[config.mk]
export PLATFORM = sky130hd
export DESIGN_NAME = saturn_exec_0x
export DESIGN_NICKNAME = d
export VERILOG_FILES = /design/src/rtl/saturn_pkg.sv /design/src/rtl/saturn_rstk.sv /design/src/rtl/saturn_exec_0x.sv
export SDC_FILE = /design/constraint.sdc
export NUM_CORES = 1
export LEC_CHECK = 0
export CORE_AREA = 5 5 154 156
export CTS_BUF_LIST = sky130_fd_sc_hd__clkbuf_16
export CTS_CLUSTER_DIAMETER = 200
export DETAILED_ROUTE_END_ITERATION = 16
export DIE_AREA = 0 0 159 161
export GPL_TIMING_DRIVEN = 0
export PLACE_DENSITY = 0.69
export REMOVE_ABC_BUFFERS = 1
export SYNTH_ARGS = -nofsm -noshare
export SYNTH_HDL_FRONTEND = slang
export SYNTH_SLANG_ARGS = --single-unit
[constraint.sdc]
create_clock -name i_clk -period 6.5 [get_ports i_clk]
set_input_delay 0.975 -clock i_clk [delete_from_list [all_inputs] [get_ports i_clk]]
set_output_delay 0.975 -clock i_clk [all_outputs]
set_load 0.02 [all_outputs]
[src/rtl/saturn_pkg.sv]
// Shared constants and types for the Saturn 0x-group execution slice.
// It holds the default sizes, the empty-pop value and the opcode nibbles.
package saturn_pkg;

  localparam int ADDR_W_DEF     = 20;
  localparam int RSTK_DEPTH_DEF = 8;
  localparam int CNT_W          = 4;

  localparam logic [19:0] RSTK_EMPTY_VAL = 20'h00000;

  // Second nibble of the 0x opcode group.
  typedef enum logic [3:0] {
    OP_RTNSXM = 4'h0,
    OP_RTN    = 4'h1,
    OP_RTNSC  = 4'h2,
    OP_RTNCC  = 4'h3,
    OP_SETHEX = 4'h4,
    OP_SETDEC = 4'h5,
    OP_RSTK_C = 4'h6,
    OP_C_RSTK = 4'h7
  } op0x_e;

  typedef enum logic [1:0] {
    KIND_ILLEGAL,
    KIND_RTN,
    KIND_MODE,
    KIND_RSTK
  } exec_kind_e;

  function automatic exec_kind_e decodeKind(input logic rtn, input logic setMode,
                                            input logic rstkC);
    unique case ({rtn, setMode, rstkC})
      3'b100:  return KIND_RTN;
      3'b010:  return KIND_MODE;
      3'b001:  return KIND_RSTK;
      default: return KIND_ILLEGAL;
    endcase
  endfunction

endpackage

[src/rtl/saturn_rstk.sv]
// Hardware return stack: a circular buffer, so a push when the stack is full
// overwrites the oldest entry. A pop when the stack is empty reads zero.
module saturn_rstk
  import saturn_pkg::*;
#(
  parameter int DEPTH = RSTK_DEPTH_DEF,
  parameter int WIDTH = ADDR_W_DEF
) (
  input  logic             clk_i,
  input  logic             reset_i,
  input  logic             push_i,
  input  logic             pop_i,
  input  logic [WIDTH-1:0] pushData_i,
  output logic [WIDTH-1:0] top_o,
  output logic [CNT_W-1:0] cnt_o
);

  localparam int              PTR_W = $clog2(DEPTH);
  localparam logic [CNT_W-1:0] FULL = CNT_W'(DEPTH);

  logic [WIDTH-1:0] mem_q [DEPTH];
  logic [PTR_W-1:0] wrPtr_q, wrPtr_d;
  logic [CNT_W-1:0] cnt_q, cnt_d;
  logic [PTR_W-1:0] topPtr;

  assign topPtr = wrPtr_q - PTR_W'(1);

  always_comb begin
    wrPtr_d = wrPtr_q;
    cnt_d   = cnt_q;
    if (push_i) begin
      wrPtr_d = wrPtr_q + PTR_W'(1);
      if (cnt_q != FULL) cnt_d = cnt_q + CNT_W'(1);
    end else if (pop_i && cnt_q != '0) begin
      wrPtr_d = topPtr;
      cnt_d   = cnt_q - CNT_W'(1);
    end
  end

  always_ff @(posedge clk_i) begin
    if (reset_i) begin
      wrPtr_q <= '0;
      cnt_q   <= '0;
    end else begin
      wrPtr_q <= wrPtr_d;
      cnt_q   <= cnt_d;
    end
  end

  // Storage needs no reset because the count alone defines what is valid.
  always_ff @(posedge clk_i) begin
    if (push_i) mem_q[wrPtr_q] <= pushData_i;
  end

  assign top_o = (cnt_q == '0) ? WIDTH'(RSTK_EMPTY_VAL) : mem_q[topPtr];
  assign cnt_o = cnt_q;

endmodule

[src/rtl/saturn_exec_0x.sv]
// Execute stage for the Saturn 0x group: RTN family, SETHEX/SETDEC and RSTK<->C.
// It owns the return stack, carry, XM and the arithmetic mode.
module saturn_exec_0x
  import saturn_pkg::*;
#(
  parameter int RSTK_DEPTH = RSTK_DEPTH_DEF,
  parameter int ADDR_W     = ADDR_W_DEF
) (
  input  logic              i_clk,
  input  logic              i_reset,
  input  logic              i_en_exec,
  input  logic              i_stalled,
  input  logic              i_ins_decoded,
  input  logic [ADDR_W-1:0] i_ins_addr,
  input  logic              i_direction,
  input  logic              i_ins_rtn,
  input  logic              i_set_xm,
  input  logic              i_set_carry,
  input  logic              i_carry_val,
  input  logic              i_ins_set_mode,
  input  logic              i_mode_dec,
  input  logic              i_ins_rstk_c,
  input  logic [ADDR_W-1:0] i_c_low,
  input  logic              i_push_req,
  input  logic [ADDR_W-1:0] i_push_addr,
  output logic              o_load_pc,
  output logic [ADDR_W-1:0] o_new_pc,
  output logic              o_c_wr,
  output logic [ADDR_W-1:0] o_c_out,
  output logic              o_carry,
  output logic              o_xm,
  output logic              o_mode_dec,
  output logic [3:0]        o_rstk_cnt,
  output logic              o_exec_done,
  output logic              o_exec_error
);

  logic              accept;
  exec_kind_e        kind;
  logic              instrTouchesStack;
  logic              stkPush, stkPop;
  logic [ADDR_W-1:0] stkPushData, stkTop;
  logic [CNT_W-1:0]  stkCnt;

  logic              loadPc_q, loadPc_d;
  logic              cWr_q, cWr_d;
  logic              done_q, done_d;
  logic              err_q, err_d;
  logic              carry_q, carry_d;
  logic              xm_q, xm_d;
  logic              modeDec_q, modeDec_d;
  logic [ADDR_W-1:0] newPc_q, newPc_d;
  logic [ADDR_W-1:0] cOut_q, cOut_d;

  // The instruction address is carried for debug visibility only.
  logic unusedInsAddr;
  assign unusedInsAddr = ^i_ins_addr;

  assign accept = i_en_exec & i_ins_decoded & ~i_stalled;
  assign kind   = decodeKind(i_ins_rtn, i_ins_set_mode, i_ins_rstk_c);
  assign instrTouchesStack = accept & ((kind == KIND_RTN) | (kind == KIND_RSTK));

  always_comb begin
    loadPc_d    = 1'b0;
    cWr_d       = 1'b0;
    done_d      = 1'b0;
    err_d       = err_q;
    carry_d     = carry_q;
    xm_d        = xm_q;
    modeDec_d   = modeDec_q;
    newPc_d     = newPc_q;
    cOut_d      = cOut_q;
    stkPush     = 1'b0;
    stkPop      = 1'b0;
    stkPushData = i_c_low;

    if (accept) begin
      done_d = 1'b1;
      unique case (kind)
        KIND_RTN: begin
          stkPop   = 1'b1;
          newPc_d  = stkTop;
          loadPc_d = 1'b1;
          if (i_set_xm)    xm_d    = 1'b1;
          if (i_set_carry) carry_d = i_carry_val;
        end
        KIND_MODE: modeDec_d = i_mode_dec;
        KIND_RSTK: begin
          if (!i_direction) begin
            stkPush = 1'b1;
          end else begin
            stkPop = 1'b1;
            cOut_d = stkTop;
            cWr_d  = 1'b1;
          end
        end
        default: err_d = 1'b1;
      endcase
    end

    // A stack instruction owns the single stack port, so the external push loses.
    if (i_push_req && !i_stalled) begin
      if (instrTouchesStack) begin
        err_d = 1'b1;
      end else begin
        stkPush     = 1'b1;
        stkPushData = i_push_addr;
      end
    end
  end

  always_ff @(posedge i_clk) begin
    if (i_reset) begin
      loadPc_q  <= 1'b0;
      cWr_q     <= 1'b0;
      done_q    <= 1'b0;
      err_q     <= 1'b0;
      carry_q   <= 1'b0;
      xm_q      <= 1'b0;
      modeDec_q <= 1'b0;
      newPc_q   <= '0;
      cOut_q    <= '0;
    end else begin
      loadPc_q  <= loadPc_d;
      cWr_q     <= cWr_d;
      done_q    <= done_d;
      err_q     <= err_d;
      carry_q   <= carry_d;
      xm_q      <= xm_d;
      modeDec_q <= modeDec_d;
      newPc_q   <= newPc_d;
      cOut_q    <= cOut_d;
    end
  end

  saturn_rstk #(
    .DEPTH (RSTK_DEPTH),
    .WIDTH (ADDR_W)
  ) uRstk (
    .clk_i      (i_clk),
    .reset_i    (i_reset),
    .push_i     (stkPush),
    .pop_i      (stkPop),
    .pushData_i (stkPushData),
    .top_o      (stkTop),
    .cnt_o      (stkCnt)
  );

  assign o_load_pc    = loadPc_q;
  assign o_new_pc     = newPc_q;
  assign o_c_wr       = cWr_q;
  assign o_c_out      = cOut_q;
  assign o_carry      = carry_q;
  assign o_xm         = xm_q;
  assign o_mode_dec   = modeDec_q;
  assign o_rstk_cnt   = stkCnt;
  assign o_exec_done  = done_q;
  assign o_exec_error = err_q;

endmodule

==> summary by stage, run 1 <==
STA
The clock tree skew after final layout is ~0.020 ns. The final critical-path share of the clock period is 0.647. Setup repair after global routing left no endpoint under its margin. The hold violation count in the final report is 0. The slew at the pin closest to its max-slew limit is between 1 and 1.5 ns. Setup violations remaining at the end of the flow were counted as 0. Counting I/O delays and the setup requirement, the final critical path takes 4.20 ns. The normalized max-slew margin is 0.125. The maximum clock frequency is 238 MHz. The post-layout worst setup margin is between 2 and 2.5 ns. The final number of max-transition violations is 0.

Routing
After detailed routing, the number of vias per cell comes to between 5 and 6. The average routed wire per standard cell is 18.8 µm. The first-pass iteration count of the detailed router is 4. The number of nets still failing antenna checks after routing is 0. The routed wire length is 19.6 mm. The routed via count is 5323. The initial DRC count is 351. After detailed routing, the number of remaining DRC violations is 0.

Pwr
Of the total power, combinational logic draws 0.103. The share of total power dissipated in the clock network is 0.378. Of the total power, the share spent switching nets is 0.232. The cell-internal power is 2.25 mW.

Of the total power, registers draw 0.519. The leakage power of the design is 3.57 nW. The worst vdd rail ir drop is approximately 0.00016 V.

Power spread over the standard cell area amounts to 272 mW/mm². The net switching power figure is a little under 0.7 mW. Overall power consumption after layout is estimated at 2.93 mW.

Place
The final weighted congestion in routability-driven placement is 0.710. Input and output buffers added on the ports amount to 104. The placed wire-length estimate is 13.6 mm. The worst slack at placement is 1.77 ns.

Synth
The total of flip-flops plus latches after synthesis is around 210. The synthesized netlist occupies a cell area of 0.00849 mm². The number of warnings reported in the yosys synthesis log is 0. The mean post-synth cell area is ~14 µm².

The share of the yosys chip area belonging to registers is 0.693. Counting flops with a built-in enable in the synthesized netlist gives 160. The count of different cell masters after synthesis is 39. For this run, the leading register cell type out of synthesis is edfxtp_1. Counting flops with an async set or reset pin after synthesis yields a share of 0. Synthesis produced 626 cells.

Finish
Counting the fill cells in the layout gives around 1900. The proportion of layout cells with a drive suffix above 1 is 0.148. The area growth from synthesis to layout is 27.1%.

The net count of the finished layout is 819. 0 antenna diodes ended up in the layout.

Floorplanning
The initialized floorplan defines 55 standard-cell rows. The effective utilization at floorplan is 0.382. The overall die area is 0.0256 mm². The total area inside the core boundary comes to 0.0222 mm². The floorplan step set the die width to 159 µm.

between 100 and 150 I/O pins were placed. The die extent in y is 161 µm.

Global routing
The sum of overflow across all layers after global routing is 0. The overall fraction of global-route tracks in use is 0.150. The initial antenna violation count is 0. The first global-routing pass estimated 30.4 mm of wire.

The pin count of the biggest net entering global routing is 47. The number of global-route vias before repair is 5288.

Critical path
STA classifies the critical path startpoint as a primary input. For the worst setup path, the data arrival time is 4.42 ns. The maximum net fanout on the critical path is 25. The setup path with the least slack is of type primary input to flip-flop. At the worst endpoint, the required time is 6.71 ns. The worst setup path is captured at a flip-flop.

CTS
The clock tree root buffer cell is clkbuf_16. Buffers added to address setup during post-CTS repair amount to 0. The number of sinks handled by clock tree synthesis is approximately 210. The number of buffers inserted by hold repair at cts is 0. TritonCTS built the clock tree.

After clock tree synthesis, the clock-pin slew on the worst setup and hold paths is around 0.06 ns. The deepest clock path buffer count is 3. The clock latency on the worst-skew pair is 0.51 ns. The CTS H-tree depth is 1. The number of buffers created by CTS is 22. The number of gates given a new drive strength after cts is 0.

Job
The tool flagged a number of max-cap violations equal to 0.

Worst hold path
The type of the worst min-delay path is flip-flop to flip-flop.

Outcome
The flow ran to the end, and the final reports show no timing, DRC or antenna violations.
-- layout make-up --
cell class	count	area, µm²	share of cell area
clock buffers	22	551	0.0510
clock inverters	18	92.6	0.00858
inverters	3	11.3	0.00104
multi-input cells	374	2530	0.235
flip-flops and latches	214	5890	0.546
well taps	285	357	0.0331
repair buffers	127	1360	0.126
-- logic make-up (layout without fill, tap and decap cells) --
logic type | after synthesis | count (layout) | synth area share
simple gates | 242 | 242 | 0.116
flops | 214 | 214 | 0.693
compound gates | 80 | 80 | 0.0519
mux | 44 | 44 | 0.111
buf+inv | 38 | 170 | 0.0175
xor+xnor | 5 | 5 | 0.00516
fa+ha+maj | 3 | 3 | 0.00442
-- cells in the mapped netlist, drive strengths merged (2+ instances only) --
cell | number | share of area
ha | 3 | 0.0044
or4 | 2 | 0.0018
or3 | 2 | 0.0015
inv | 3 | 0.0013
nand2 | 193 | 0.085
a21oi | 66 | 0.039
nand2b | 2 | 0.0015
nor4 | 2 | 0.0015
a211o | 2 | 0.0021
buf | 8 | 0.0043
nor2 | 16 | 0.0071
clkbuf | 27 | 0.012
xnor2 | 4 | 0.0041
edfxtp | 160 | 0.57
dfxtp | 54 | 0.13
o21ai | 3 | 0.0018
nor2b | 5 | 0.0037
nor3 | 10 | 0.0059
mux4 | 40 | 0.11
nand3 | 5 | 0.0029
mux2 | 3 | 0.0040
-- sequential cells by signal, summed over array words and instances (netlist names) --
signal and cells:
o_xm 1, o_c_out 20, uRstk.wrPtr_q 3, o_c_wr 1, o_new_pc 20, uRstk.cnt_o 4, o_carry 1, o_mode_dec 1
o_exec_error 1, o_exec_done 1, uRstk.mem_q 160, o_load_pc 1
-- layout by cell type (no fill, tap or decap), types with 8 or more instances in the layout --
cell type	n
edfxtp_1	160
dfxtp_1	53
mux4_2	40
clkdlybuf4s50_1	103
buf_8	8
nand2_1	193
inv_1	10
a21oi_1	66
nor2_1	11
clkbuf_16	22
-- final timing paths --
path / startpoint / slack [ns] / depth (start not counted) / endpoint
setup / recovery: i_ins_rstk_c / 2.30 / 7 / uRstk.mem_q[2][12]
hold / removal: o_c_out[4] / 0.45 / 2 / o_c_out[4]
setup reg to reg: uRstk.wrPtr_q[0] / 3.44 / 8 / o_new_pc[1]
hold reg to reg: o_c_out[4] / 0.45 / 2 / o_c_out[4]
-- worst max-delay path: stages --
cell,delay (ns)
clkdlybuf4s50_1,0.53
xnor2_1,0.39
o31a_1,1.08
nor2_1,0.33
nor3_2,0.71
buf_8,0.23
buf_6,0.15
-- power by group through the flow --
stage                     registers (mW)  clock network (mW)  logic [mW]
after global routing                1.53                1.20       0.327
final                               1.52                1.11       0.301
after CTS                           1.52                1.14       0.304
after floorplan                     1.55                   0       0.167
after detailed placement            1.55                   0       0.303
after global placement              1.55                   0       0.283
-- routing by layer --
layer / up-vias / track usage / wire length (µm)
met1: 2600 / 0.208 / 8760
met4: 0 / 0.0353 / 311
met2: 186 / 0.243 / 9240
met5: - / 0 / 0
li1: 2515 / - / -
met3: 22 / 0.0337 / 1250
-- per-stage QoR --
| stage | util | TNS (ns) | instances | cell area [µm²] | hold slack, ns |
|---|---|---|---|---|---|
| floorplan | - | 0 | 591 | 8350 | 0.527 |
| global placement | 0.439 | -45.12 | 980 | 9750 | 0.442 |
| detailed placement | 0.456 | 0 | 1003 | 10100 | 0.447 |
| CTS | 0.485 | 0 | 1043 | 10800 | 0.455 |
| global route | 0.485 | 0 | 1043 | 10800 | 0.468 |
| finish | 0.485 | 0 | 1043 | 10800 | 0.454 |
(Power assumes the default switching activity.)
==> run 2, diff against run 1 <==
- clock period: 6.5 -> 4 ns (I/O delays scaled with it)
==> summary by stage, run 2 (same netlist as run 1, synthesis figures left out) <==
CTS
The clock net in this run drives a total of 214 sinks. The CTS H-tree depth is 1. Counting along the longest clock path gives a buffer depth of 3. The clock tree root buffer cell is clkbuf_16.

The number of buffers inserted by hold repair at cts is 0. Clock tree synthesis inserted a total of 22 buffers. Clock-pin slew was measured on the worst setup and hold paths at 0.06 ns. TritonCTS built the clock tree. The clock latency on the worst-skew pair is roughly 0.51 ns.

STA
Setup repair after global routing left no endpoint under its margin. The total of endpoints with negative setup slack in the final report is 0. After routing, the total negative slack on setup checks comes to 0 ns. The final critical-path share of the clock period is 0.886. The post-layout worst setup margin is 0.458 ns. The hold violation count in the final report is 0. After layout, the minimum clock period comes to ~3.5 ns. Between clock sinks in the finished design, the worst skew comes to 0.0205 ns. The worst pin sits at a relative slew slack of 0.181. The maximum clock frequency is 282 MHz. At the pin with the least slew margin, the transition time is between 1 and 1.5 ns. The final number of max-transition violations is 0.

Routing
After the first detailed-routing iteration, the DRC count stood at 309. After detailed routing, the average wire length per cell comes to around 19 µm. Summed over all layers, the routed wires come to 19.6 mm.

Before antenna repair, the detailed router went through 5 iterations. The DRC violation count after routing is 0. The routed via count is 5306. Once detail routing completed, the nets flagged for antenna violations numbered 0.

The via-per-instance ratio is 5.09.

Floorplanning
Pin placement for this block handled 125 I/O pins. The die span in x is ~160 µm. The overall die area is about 0.026 mm². After floorplanning, the core was divided into 55 placement rows.

The effective utilization at floorplan is 0.382. The core area is between 0.02 and 0.025 mm². The die extent in y is 161 µm.

Critical path
The most repeated library cell on the critical path is xnor2_1. The worst setup path is of the primary input to flip-flop kind. The worst-path cell with the longest stage delay is clkdlybuf4s50_1. At the worst endpoint, the required time is roughly 4.4 ns. STA classifies the critical path startpoint as a primary input. In this run the worst path has a maximum fanout of 15. On the worst path, the slowest cell contributes a delay of 0.61 ns. The critical path arrival is 3.92 ns.

The signal on the critical path passes through clkdlybuf4s50_1 -> xnor2_1 -> o31ai_4 -> buf_16 -> nand2_1 -> xnor2_1 -> ha_1 -> or4_1 -> a221oi_2 -> mux2_1. The critical path capture point type is a flip-flop.

Place
Summed over all nets, the half-perimeter wirelength after detailed placement is roughly 14 mm. The worst slack at placement is -0.357 ns. The placed cell area is roughly 0.010 mm². Input and output buffers added on the ports amount to 104.

Routability-driven placement finished with a final weighted congestion of 0.710.

Pwr
The completed layout was analyzed and its total power is 4.77 mW. The worst vdd rail ir drop is 0.000268 V. The power per unit of standard cell area is 442 mW/mm². The leakage power of the design is 3.57 nW.

Global routing
Across every metal layer, demand over resource in global routing totals 0.150. The number of global-route vias before repair is 5288. The pin count of the biggest net entering global routing is 47. The global-route wire length before repair is ~30 mm. The sum of overflow across all layers after global routing is 0. The initial antenna violation count came to 0.

Finish
The proportion of layout cells with a drive suffix above 1 is 0.149. After the last flow step, the layout net total stands at between 800 and 900. The library cells used most frequently in the layout, excluding fill and tap cells, are nand2_1 (193), edfxtp_1 (160), clkdlybuf4s50_1 (103). The count of inserted antenna diode cells is 0. The area growth from synthesis to layout is 27.1%. The cell area after layout is 0.0108 mm². Counting flops per register, the top entry is uRstk.mem_q. The final core utilization is 0.485.

The register with the most flip-flops in the layout has 160 of them. The most common library cell in the layout ignoring fill and taps is nand2_1. The layout has 1919 filler cells.

Worst hold path
The tightest min-delay check is of the primary input to flip-flop type.

Job
Across the run, the number of max-cap violations was 0.

Outcome
The run finished with clean final reports.
==> run 2: routing by layer <==
metal,global-route usage,vias to the layer above,share of wire
met5,0,-,0
met4,0.0353,0,0.016
met3,0.0337,24,0.064
met2,0.243,182,0.47
met1,0.208,2584,0.45
li1,-,2516,-
==> run 2: path summary, 6_finish.rpt <==
path,cells after the start,endpoint,slack [ns],start
max reg2reg,8,o_new_pc[1],0.94,uRstk.wrPtr_q[0]
min reg2reg,2,o_carry,0.45,o_carry
min,2,o_exec_error,0.44,i_reset
max,10,uRstk.cnt_o[2],0.46,i_ins_rstk_c
==> run 2: repair_timing <==
action / CTS / global route
hold endpoints to repair: 0 / 0
resized for setup: 0 / 1
endpoints found under the setup margin: 0 / 7
setup buffers: 0 / 0
==> run 2: per-stage QoR <==
step / hold WS, ns / instances
final: 0.441 / 1043
after global routing: 0.438 / 1043
after CTS: 0.432 / 1043
after detailed placement: 0.447 / 1003
after global placement: 0.442 / 980
after floorplan: 0.527 / 591
==> run 2: power by group <==
part / internal [mW] / switching, mW / leakage (nW)
Combinational: 0.224 / 0.264 / 1.34
Clock: 1.00 / 0.801 / 0.345
Sequential: 2.43 / 0.0404 / 1.89
Total: 3.66 / 1.11 / 3.57
==> run 2: layout make-up <==
cell class | count | area, µm² | area share
Tap cell | 285 | 357 | 0.0331
Inverter | 3 | 11.3 | 0.00104
Multi-Input combinational cell | 374 | 2530 | 0.235
Clock inverter | 18 | 92.6 | 0.00858
Sequential cell | 214 | 5890 | 0.546
Clock buffer | 22 | 551 | 0.0510
Timing Repair Buffer | 127 | 1360 | 0.126
==> run 2: worst max-delay path: cells and delay by family <==
family / cells / cell delay (ns)
buf+inv: 2 / 0.83
mux: 1 / 0.34
simple gates: 2 / 0.72
xor+xnor: 2 / 0.38
compound gates: 2 / 0.84
fa+ha+maj: 1 / 0.20
